===== src/rtl/if_fetch.sv =====
// if_fetch: instruction-fetch stage feeding ID.
// Owns the PC, drives the instruction SRAM over a req/addr_ok/data_ok
// handshake with at most one request in flight, and holds one fetched
// instruction for ID as {out_valid, out_pc} plus the instruction word.
// Redirects: rst > flush (new_pc) > br_e (br_addr). stall[1] holds IF.
//
// Ports
//   clk, rst             clock, synchronous active-high reset
//   flush, new_pc        exception/eret redirect and its target
//   br_e, br_addr        taken branch and its target
//   stall[5:0]           pipeline stall vector, bit 1 holds IF
//   stallreq             1 while ID would receive no instruction
//   inst_sram_*          SRAM request/response handshake
//   ic_to_id_bus[32:0]   {out_valid, out_pc}
//   ic_inst[31:0]        instruction paired with out_pc (0 when invalid)
module if_fetch #(
  parameter logic [31:0] RESET_PC = 32'hBFC0_0000
) (
  input  logic        clk,
  input  logic        rst,
  input  logic        flush,
  input  logic [31:0] new_pc,
  input  logic        br_e,
  input  logic [31:0] br_addr,
  input  logic [5:0]  stall,
  output logic        stallreq,
  output logic        inst_sram_req,
  output logic [31:0] inst_sram_addr,
  input  logic        inst_sram_addr_ok,
  input  logic        inst_sram_data_ok,
  input  logic [31:0] inst_sram_rdata,
  output logic [32:0] ic_to_id_bus,
  output logic [31:0] ic_inst
);

  localparam int unsigned XLEN = 32;

  typedef enum logic {
    S_REQ  = 1'b0,
    S_WAIT = 1'b1
  } state_t;

  state_t            fsm;
  logic [XLEN-1:0]   pc;
  logic              cancel;
  logic              out_valid;
  logic [XLEN-1:0]   out_pc;
  logic [XLEN-1:0]   out_inst;

  logic              hold;
  logic              accept;
  logic              can_take;
  logic              redirect;
  logic [XLEN-1:0]   target;
  logic              req_acc;
  logic              resp;
  logic              take;
  logic              in_flight_next;
  logic              stall_unused;

  // Only bit 1 of the stall vector concerns this stage.
  assign stall_unused = ^{stall[5:2], stall[0]};

  // Handshake and redirect decode.
  always_comb begin
    hold           = stall[1];
    accept         = out_valid & ~hold;
    can_take       = ~out_valid | accept;
    redirect       = flush | br_e;
    target         = flush ? new_pc : br_addr;
    inst_sram_req  = ~rst & (fsm == S_REQ) & can_take;
    req_acc        = inst_sram_req & inst_sram_addr_ok;
    resp           = (fsm == S_WAIT) & inst_sram_data_ok;
    // A redirect wins over same-cycle data; cancelled responses are dropped.
    take           = resp & ~cancel & ~redirect;
    // A request is still outstanding after this edge.
    in_flight_next = req_acc | ((fsm == S_WAIT) & ~inst_sram_data_ok);
    stallreq       = ~rst & ~flush & ~out_valid & ~take;
  end

  assign inst_sram_addr = pc;
  assign ic_to_id_bus   = {out_valid, out_pc};
  assign ic_inst        = out_inst;

  // Fetch FSM, PC, cancel flag and the ID-facing holding register.
  always_ff @(posedge clk) begin
    if (rst) begin
      fsm       <= S_REQ;
      pc        <= RESET_PC;
      cancel    <= 1'b0;
      out_valid <= 1'b0;
      out_pc    <= '0;
      out_inst  <= '0;
    end else begin
      case (fsm)
        S_REQ:   if (req_acc)           fsm <= S_WAIT;
        S_WAIT:  if (inst_sram_data_ok) fsm <= S_REQ;
        default:                        fsm <= S_REQ;
      endcase

      // Completing response always clears cancel; a redirect with a request
      // still outstanding marks its eventual data for discard.
      if (resp)
        cancel <= 1'b0;
      else if (redirect && in_flight_next)
        cancel <= 1'b1;

      if (redirect) begin
        pc        <= target;
        out_valid <= 1'b0;
        out_pc    <= '0;
        out_inst  <= '0;
      end else if (take) begin
        pc        <= pc + XLEN'(4);
        out_valid <= 1'b1;
        out_pc    <= pc;
        out_inst  <= inst_sram_rdata;
      end else if (accept) begin
        out_valid <= 1'b0;
        out_pc    <= '0;
        out_inst  <= '0;
      end
    end
  end

endmodule


===== config.mk =====
export PLATFORM = sky130hd
export DESIGN_NAME = if_fetch
export DESIGN_NICKNAME = d
export VERILOG_FILES = /design/src/rtl/if_fetch.sv
export SDC_FILE = /design/constraint.sdc
export NUM_CORES = 1
export LEC_CHECK = 0
export ABC_AREA = 1
export BUFFER_PORTS_ARGS = -buffer_cell sky130_fd_sc_hd__buf_2
export CORE_MARGIN = 2
export CORE_UTILIZATION = 45
export CTS_BUF_LIST = sky130_fd_sc_hd__clkbuf_4 sky130_fd_sc_hd__clkbuf_8
export DETAILED_ROUTE_END_ITERATION = 6
export PLACE_DENSITY = 0.89
export SLEW_MARGIN = 30
export SYNTH_ARGS = -nofsm -noshare
export SYNTH_HDL_FRONTEND = slang
export SYNTH_SLANG_ARGS = --single-unit

===== constraint.sdc =====
create_clock -name clk -period 1.5 [get_ports clk]
set_clock_uncertainty 0.05 [all_clocks]
set_input_delay 0.225 -clock clk [delete_from_list [all_inputs] [get_ports clk]]
set_output_delay 0.225 -clock clk [all_outputs]
set_load 0.05 [all_outputs]

==> results.md, run 1 <==
- Placed Cells: 1101
- Top delay family on crit path: flip-flops
- Most common cell after layout, fill and taps aside: buf_2
- Area delta synth->final: 41.23%
- Fill count: 962
- Depth of the CTS H-tree: 3
- Setup slack, reg-to-reg: -140 ps
- Vias in the first global route: 5625
- TritonCTS buffer count: 9
- GRT overflow: 0
- Die height: 111.3 um
- Slowest cell on the critical path: dfxtp_2
- Largest stage delay, worst path: 340 ps
- Post-Synth XOR/XNOR Area: 0.001692
- Port Buffer Count: 201
- Worst-Skew Late Latency: 390 ps
- First-pass GRT wire length: 27.29 mm
- DR vias/cell: 5.639
- Final number of setup-violating endpoints: 42
- R2R Path Start: fsm
- Achievable frequency: 589.2 MHz
- Rows: 39
- Synth area leader: dfxtp_1
- RSZ-0062 raised after global routing: yes
- Routed via count: 6361
- Worst slew pin tran: 388.7 ps
- Crit path depth: 4
- Crit-path cells: nand2_2 -> nor2_4 -> a2111oi_4 -> buf_6
- Clock root buffer: clkbuf_8
- Peak VDD IR: 0.0007489 V
- CTS tree: built
- Total Wirelength: 18.41 mm
- DP HPWL: 12.39 mm
- Hold path startpoint: rst
- CORE AREA: 11320 um^2
- Max Slew Vio Count: 0
- Post-synthesis average cell area: 6.849 um^2
- Iter 0 DRT Violations: 619
- Total power: 0.005967 W
- Pwr Density: 816.0 nW/um^2
- Reg clk slew, reported paths: 90 ps
- Hold buffer count at cts: 0
- # DRC: 0
- Synth Warn #: 0
- Final setup margin: -197.2 ps
- CTS Sinks: 99
- Gpl congestion: 0.9441
- Post-synthesis compound-gate area fraction: 0.2417
- WL/cell: 16.32 um
- Seq cells post-synth: 99
- Total track usage: 0.2699
- Hold Fails Final Rpt: 0
- ANT nets after route: 0
- Syn nets: 865
- Most frequent cells in the layout: buf_2, nand2_1, inv_1
- Fraction of the mapped netlist area in adder cells: 0.002417
- Arrival time worst endpoint: 1420 ps
- Die area: 12380 um^2
- Hold EP: fsm
- Initial antenna violation count: 0
- Largest net degree at the start of global routing: 37
- Cell count after synthesis: 756
- R2r worst-path depth: 8
- Leakage: 3.203 nW
- Simple-gate share of the synthesized area: 0.2479
- Layout Cells excl Fill: 1128
- Startpoint Class: flop
- Worst hold path type: in -> reg
- Share of post-route cells with drive strength above 1: 0.3848
- Final net count: 1089
- Critical path fanouts, max: 2
- Synth cell types: 30
- Status: finished, violations left
- FF-to-FF End: inst_sram_addr[2]
- Crit Path Class: reg -> out
- Initial core utilization: 0.4573
- TNS Setup: -1951 ps
- Die Wd: 111.3 um
- Critical Path End Type: output pin
- Buffers and inverters on the worst path: 1
- WHS Path Cells: 2
- Post-synth top area share: 0.3828
- Mux contribution to synthesized area: 0
- Mapped Area: 5177 um^2
- Worst EP required: 1220 ps
- Top-Level Pins: 207
- Largest cells by area after synthesis: dfxtp_1, nand2_1, inv_1
- Failing checks: setup timing
- Largest family of logic cells by synthesized area: simple AND/OR/NAND/NOR gates
- First drt pass iteration count: 6
- Sequential area share after synthesis: 0.3828
- Antenna cells: 0
- Worst-case clock buffer depth: 2
- Worst slew margin: 0.7409
- Tmin final: 1697 ps
- Crit share post-route: 1.131
- Max Cap Violations: 0
==> per-stage QoR <==
stage | util | instance area [um^2] | hold slack, ps | worst slack, ps
3_3_place_gp | 0.5884 | 6661 | 432.6 | -8.329
4_1_cts | 0.6165 | 6979 | 29.72 | -170.4
2_1_floorplan | - | 5294 | 246.2 | -27.95
6_report | 0.6459 | 7312 | 37.83 | -197.2
3_5_place_dp | 0.5884 | 6661 | 434.1 | -62.35
5_1_grt | 0.6459 | 7312 | 36.17 | -242.8
==> timing repair <==
item / in CTS / in global routing
endpoints found under the setup margin: 10 / 56
gates resized for setup: 21 / 79
cloned: 0 / 2
pin swaps: 15 / 26
setup buffers: 3 / 7
==> routing by layer <==
layer | global-route usage | vias up | part of all wire
met5 | 0 | - | 0
met4 | 0.07243 | 0 | 0.026
met3 | 0.07326 | 53 | 0.095
met2 | 0.4488 | 398 | 0.47
met1 | 0.3464 | 2923 | 0.41
li1 | - | 2987 | -
==> logic make-up after synthesis <==
family | after synthesis
xor gates and xnor gates | 1
AOI/OAI and AO/OA | 202
and+or+nand+nor | 298
DFF | 99
buffers and inverters | 155
adders and majority gates | 1
==> final cells by class <==
| class | count | area [um^2] | area share |
|---|---|---|---|
| multi-input combinational | 502 | 2848 | 0.3895 |
| sequential | 99 | 2042 | 0.2793 |
| timing repair buffer | 264 | 1632 | 0.2231 |
| inverter | 104 | 392.9 | 0.05373 |
| tap | 143 | 178.9 | 0.02447 |
| clock buffer | 10 | 131.4 | 0.01797 |
| clock inverter | 6 | 87.58 | 0.01198 |
==> flip-flops by register name, summed over array words and instances, names as in the netlist <==
| register | cells |
|---|---|
| out_pc | 32 |
| fsm | 1 |
| out_valid | 1 |
| cancel | 1 |
| inst_sram_addr | 32 |
| ic_inst | 32 |
==> synthesized netlist by cell type <==
library cell / count
a2111oi_0: 1
a211oi_1: 1
a21oi_1: 54
a221oi_1: 7
a22oi_1: 23
a31oi_1: 9
a41oi_1: 1
buf_1: 2
buf_2: 19
buf_4: 3
buf_6: 3
clkbuf_1: 24
dfxtp_1: 99
ha_1: 1
inv_1: 104
nand2_1: 145
nand2_2: 4
nand3_1: 67
nand3_2: 1
nand4_1: 3
nor2_1: 65
nor2_2: 7
nor2_4: 5
o211ai_1: 38
o21ai_0: 37
o21ai_1: 3
o21ai_2: 2
o22ai_1: 26
or2_2: 1
xor2_1: 1
==> worst register-to-register path, stage by stage, from the launching register on <==
cell	delay, ps
dfxtp_2	340
nand2_2	100
nor2_4	60
buf_4	150
nand2_2	160
buf_12	210
nor2_1	80
o21ai_0	280
inv_1	90
==> how the worst max path moves through the flow <==
stage,from,endpoint,slack (ps)
2_1_floorplan,inst_sram_addr[2],inst_sram_addr[26],-30
3_3_place_gp,inst_sram_addr[2],inst_sram_addr[24],-8
3_5_place_dp,inst_sram_addr[2],inst_sram_addr[24],-60
4_1_cts,fsm,stallreq,-170
5_1_grt,fsm,stallreq,-240
6_report,fsm,stallreq,-200
==> where the power goes <==
part	total [W]	internal, W	switching (W)
clock	0.00195	0.000963	0.000987
sequential	0.00282	0.00271	0.000108
combinational	0.00120	0.000405	0.000794
No activity file was read; power rests on OpenSTA's default activity.
==> run 2: changes to the inputs <==
--- a/config.mk
+++ b/config.mk
@@ -8,10 +8,10 @@
 export ABC_AREA = 1
 export BUFFER_PORTS_ARGS = -buffer_cell sky130_fd_sc_hd__buf_2
 export CORE_MARGIN = 2
-export CORE_UTILIZATION = 45
+export CORE_UTILIZATION = 50
 export CTS_BUF_LIST = sky130_fd_sc_hd__clkbuf_4 sky130_fd_sc_hd__clkbuf_8
 export DETAILED_ROUTE_END_ITERATION = 6
-export PLACE_DENSITY = 0.89
+export PLACE_DENSITY = 0.93
 export SLEW_MARGIN = 30
 export SYNTH_ARGS = -nofsm -noshare
 export SYNTH_HDL_FRONTEND = slang
==> constraint.sdc (replaced) <==
create_clock -name clk -period 1.6 [get_ports clk]
set_clock_uncertainty 0.05 [all_clocks]
set_input_delay 0.24 -clock clk [delete_from_list [all_inputs] [get_ports clk]]
set_output_delay 0.24 -clock clk [all_outputs]
set_load 0.05 [all_outputs]
==> run 2 against run 1 <==
Compared with the run above: via count is 4.1% lower; critical path type unchanged; combinational power is 13% lower; sequential share of layout area up 1.2 points; highest routed layer unchanged; the flow still finishes with violations (setup timing).
==> results.md, run 2 (synthesis gave the netlist of run 1 again) <==
- Status: finished, violations left
- Failing checks: setup timing
- Iter 0 DRT Violations: 515
- Die height: 105.8 um
- DR vias/cell: 5.530
- Port Buffer Count: 201
- First-pass GRT wire length: 26.69 mm
- Routed via count: 6100
- Die Wd: 105.8 um
- Hold path startpoint: inst_sram_rdata[27]
- Hold EP: ic_inst[27]
- Pwr Density: 796.4 nW/um^2
- Max Slew Vio Count: 0
- Total track usage: 0.2935
- FF-to-FF End: inst_sram_addr[31]
- Depth of the CTS H-tree: 3
- Tmin final: 1713 ps
- Die area: 11190 um^2
- Critical path fanouts, max: 2
- Max Cap Violations: 0
- WL/cell: 15.49 um
- Largest net degree at the start of global routing: 38
- Worst slew pin tran: 404.0 ps
- Worst-case clock buffer depth: 2
- WHS Path Cells: 3
- Rows: 37
- Worst hold slack: 65.10 ps
- DP HPWL: 12.00 mm
- Critical Path End Type: output pin
- Worst-Skew Late Latency: 380 ps
- Vias in the first global route: 5460
- Worst slew margin: 0.7306
- Top-Level Pins: 207
- Share of post-route cells with drive strength above 1: 0.3371
- Final core utilization: 0.6826
- Clock root buffer: clkbuf_8
- TritonCTS buffer count: 9
- Crit Path Class: reg -> out
- GRT overflow: 0
- # DRC: 0
- R2r worst-path depth: 11
- Peak VDD IR: 0.0003821 V
- Most frequent cells in the layout: buf_2, nand2_1, inv_1
- Initial antenna violation count: 0
- Area delta synth->final: 34.27%
- RSZ-0062 raised after global routing: yes
- Setup slack, reg-to-reg: -30 ps
- Hold Fails Final Rpt: 0
- Fill count: 875
- R2R Path Start: inst_sram_addr[10]
- ANT nets after route: 0
- Final setup margin: -113.2 ps
- Placed Cells: 1082
- Achievable frequency: 583.7 MHz
- CORE AREA: 10180 um^2
- Antenna cells: 0
- Total power: 0.005536 W
- Layout Cells excl Fill: 1103
- CTS Sinks: 99
- First drt pass iteration count: 5
- Crit share post-route: 1.071
- Arrival time worst endpoint: 1420 ps
- Final number of setup-violating endpoints: 5
- Reg clk slew, reported paths: 110 ps
- Worst EP required: 1310 ps
- CTS tree: built
- Worst hold path type: in -> reg
- Most common cell after layout, fill and taps aside: buf_2
- Final net count: 1071
- Startpoint Class: flop
- Total Wirelength: 17.08 mm
- Gpl congestion: 0.9552
- Leakage: 3.070 nW
- Worst Setup SP: fsm
- Initial core utilization: 0.5084
run 2: changes by cell type in the layout (fill, tap and decap cells not counted), sizes merged:
cell      delta
buf         -16
clkinvlp     -1
clkbuf       -1
run 2: critical path, cell delays in order, from the launching register on:
cell	delay [ps]
dfxtp_2	350
nand2_4	70
nor2_4	40
a2111oi_4	360
buf_6	210
run 2: where the power goes:
group	internal (W)	switching, W	total (W)
clock	0.000927	0.000926	0.00185
sequential	0.00254	0.000101	0.00264
combinational	0.000338	0.000702	0.00104
total	0.00381	0.00173	0.00554
run 2: through the flow:
step	instance area, um^2	setup TNS (ps)	worst slack, ps
floorplan	5244	-13.32	-13.32
global placement	6524	0	34.27
detailed placement	6524	0	15.82
CTS	6788	-118.2	-118.2
global route	6952	-1355	-140.7
finish	6952	-151.6	-113.2
run 2: worst max path at each step:
| stage | slack [ps] | endpoint | cells after the start |
|---|---|---|---|
| detailed placement | 20 | inst_sram_addr[28] | 13 |
| finish | -110 | stallreq | 4 |
| global placement | 30 | inst_sram_addr[16] | 10 |
| floorplan | -10 | stallreq | 4 |
| CTS | -120 | stallreq | 4 |
| global route | -140 | stallreq | 4 |
run 2: per-layer routing:
metal	track usage	up-vias	part of all wire
li1	-	2953	-
met1	0.3871	2768	0.41
met2	0.4770	336	0.46
met3	0.06617	43	0.096
met4	0.09398	0	0.026
met5	0	-	0
run 2: repair_timing:
action,in CTS,in global routing
hold buffers,0,0
pin swaps,4,9
setup endpoints to repair,6,76
resized for setup,12,39
buffers inserted,0,3
cloned,0,2
run 2: area by class of cell:
cell class | count | area [um^2] | area share
multi-input cells | 502 | 2700 | 0.3884
flip-flops and latches | 99 | 2027 | 0.2916
repair buffers | 246 | 1441 | 0.2073
inverters | 104 | 390.4 | 0.05616
well taps | 136 | 170.2 | 0.02448
clock buffers | 11 | 138.9 | 0.01998
clock inverters | 5 | 83.83 | 0.01206
==> run 3: changes to the inputs <==
--- a/config.mk
+++ b/config.mk
@@ -5,10 +5,9 @@
 export SDC_FILE = /design/constraint.sdc
 export NUM_CORES = 1
 export LEC_CHECK = 0
-export ABC_AREA = 1
-export BUFFER_PORTS_ARGS = -buffer_cell sky130_fd_sc_hd__buf_2
+export BUFFER_PORTS_ARGS = -buffer_cell sky130_fd_sc_hd__buf_4
 export CORE_MARGIN = 2
-export CORE_UTILIZATION = 50
+export CORE_UTILIZATION = 48
 export CTS_BUF_LIST = sky130_fd_sc_hd__clkbuf_4 sky130_fd_sc_hd__clkbuf_8
 export DETAILED_ROUTE_END_ITERATION = 6
 export PLACE_DENSITY = 0.93
==> run 3 against run 2 <==
Compared with the run above: the run ends with DRC, setup timing left; first-iteration DRC count grew 78%; register-to-register slack lost 370 ps; combinational power grew 25%; worst hold slack lost 11 ps.
==> results.md, run 3 <==
- Share of post-route cells with drive strength above 1: 0.6182
- CTS tree: built
- Max Cap Violations: 0
- Worst hold slack: 53.84 ps
- Worst Setup SP: cancel
- Register Area: 2053 um^2
- Final setup margin: -402.0 ps
- Critical path fanouts, max: 3
- Most common cell after layout, fill and taps aside: buf_4
- Ys flop type: dfxtp_1
- Status: finished, violations left
- Worst-case clock buffer depth: 2
- WHS Path Cells: 3
- Worst slack at placement: -215.3 ps
- Iter 0 DRT Violations: 917
- Total power: 0.005616 W
- RSZ-0062 raised after global routing: yes
- Post-synth top area share: 0.4562
- DP HPWL: 11.38 mm
- Worst EP required: 1840 ps
- Syn nets: 608
- Post-synth EDFFs: 0
- Rows: 34
- Cell count after synthesis: 499
- Port Buffer Count: 201
- Synth area leader: dfxtp_1
- Worst slew margin: 0.6944
- GRT overflow: 0
- Share of flip-flops with an asynchronous set or reset: 0
- Die Wd: 99.14 um
- Synth Warn #: 0
- Seq cells post-synth: 99
- Die area: 9828 um^2
- Antenna cells: 0
- R2R Path Start: cancel
- Initial core utilization: 0.4957
- WL/cell: 26.77 um
- # DRC: 7
- Synth cell types: 54
- Most frequent cells in the layout: buf_4, nor2_1, dfxtp_1
- FF-to-FF End: inst_sram_addr[24]
- CORE AREA: 8763 um^2
- Crit Path Class: reg -> reg
- Reg clk slew, reported paths: 110 ps
- Hold buffer count at cts: 0
- Hold Fails Final Rpt: 0
- Area delta synth->final: 84.79%
- Crit share post-route: 1.251
- Fin area: 8028 um^2
- Critical Path End Type: flop
- Peak VDD IR: 0.0005521 V
- Setup slack, reg-to-reg: -400 ps
- Total Wirelength: 24.06 mm
- Tmin final: 2002 ps
- Total track usage: 0.3572
- Clock root buffer: clkbuf_8
- Max Slew Vio Count: 0
- CTS Sinks: 99
- Hold path startpoint: inst_sram_rdata[28]
- Cell with the most instances after synthesis: dfxtp_1
- Startpoint Class: flop
- First-pass GRT wire length: 27.99 mm
- Final net count: 895
- Arrival time worst endpoint: 2250 ps
- R2r worst-path depth: 9
- Sequential area share after synthesis: 0.4562
- ANT nets after route: 0
- Failing checks: DRC, setup timing
- Hold EP: ic_inst[28]
- Final number of setup-violating endpoints: 77
- Vias in the first global route: 5518
- Achievable frequency: 499.5 MHz
- Die height: 99.14 um
- Worst slew pin tran: 458.4 ps
- Top-Level Pins: 207
- Worst-Skew Late Latency: 380 ps
- Depth of the CTS H-tree: 3
- Gpl congestion: 0.9320
- Multi-input logic area: 2826 um^2
- Initial antenna violation count: 0
- Post-synthesis average cell area: 8.706 um^2
- DR vias/cell: 6.859
- Routed via count: 6166
- TritonCTS buffer count: 9
- TNS Setup: -10790 ps
- Worst hold path type: in -> reg
- Mapped Area: 4344 um^2
- Placed instance area: 6578 um^2
- Post-synth top cells: dfxtp_1, nor2_1, a22oi_1, a21oi_1, clkbuf_1
- Largest cells by area after synthesis: dfxtp_1, a22oi_1, nor2_1
- Fill count: 318
- Largest net degree at the start of global routing: 54
- Pwr Density: 699.6 nW/um^2
- First drt pass iteration count: 7
- Leakage: 3.357 nW
## run 3: cell types whose count changed in the layout (fill, tap and decap cells not counted), sizes merged, moves of 7 or more
cell | before | now
o22ai | 26 | 3
inv | 106 | 4
nor3 | 0 | 12
a21oi | 54 | 32
a22oi | 23 | 76
a22o | 0 | 7
nand3 | 68 | 13
a31oi | 9 | 1
nand2 | 149 | 20
o21ai | 42 | 11
nand4 | 3 | 14
nor2 | 77 | 86
buf | 246 | 313
o211ai | 38 | 0
## run 3: critical path: stages, from the launching register on
cell and delay [ps]:
dfxtp_2 330, nand3b_1 190, buf_6 150, buf_6 100, buf_6 120, nor3_4 260, buf_6 170, nand4_1 150
xor2_1 200, o21ai_1 190
## run 3: logic make-up after synthesis
group / count (synthesis) / share of synthesized area
multiplexers: 4 / 0.009217
flip-flops: 99 / 0.4562
AO/OA/AOI/OAI: 167 / 0.2777
XOR/XNOR: 9 / 0.01815
adder cells (fa/ha/maj): 1 / 0.002880
AND/OR/NAND/NOR: 174 / 0.1936
buffers and inverters: 45 / 0.04234
## run 3: per-layer routing
layer | GRT usage | vias up | share of wire
met3 | 0.09838 | 236 | 0.12
met1 | 0.4061 | 2811 | 0.31
met4 | 0.1465 | 0 | 0.094
met2 | 0.6315 | 675 | 0.47
met5 | 0 | - | 0
li1 | - | 2444 | -
## run 3: area by class of cell
cell class | count | share of cell area
tap | 108 | 0.01683
sequential | 99 | 0.2558
clock buffer | 10 | 0.01637
multi-input combinational | 355 | 0.3521
timing repair buffer | 319 | 0.3499
clock inverter | 6 | 0.008105
inverter | 2 | 0.0009352
## run 3: timing repair
item	CTS	global route
buffers inserted	17	19
pin swaps	24	55
cloned	5	8
endpoints found under the setup margin	86	95
gates resized for setup	83	95
## run 3: stage by stage
step                      cells    util
after floorplan             499       -
after global placement      842  0.7506
after detailed placement    842  0.7506
after CTS                   880  0.8489
after global routing        899  0.9160
final                       899  0.9160
## run 3: how the worst max path moves through the flow
| stage | end | slack, ps | depth (start not counted) |
|---|---|---|---|
| floorplan | inst_sram_addr[31] | -320 | 6 |
| global placement | inst_sram_addr[31] | -120 | 5 |
| detailed placement | ic_inst[31] | -220 | 6 |
| CTS | inst_sram_addr[21] | -170 | 6 |
| global route | inst_sram_addr[10] | -580 | 9 |
| finish | inst_sram_addr[24] | -400 | 9 |
## run 3: where the power goes
group / total, W / switching (W) / internal, W
combinational: 0.00130 / 0.000740 / 0.000562
clock: 0.00172 / 0.000973 / 0.000749
sequential: 0.00259 / 0.0000718 / 0.00252
total: 0.00562 / 0.00178 / 0.00383
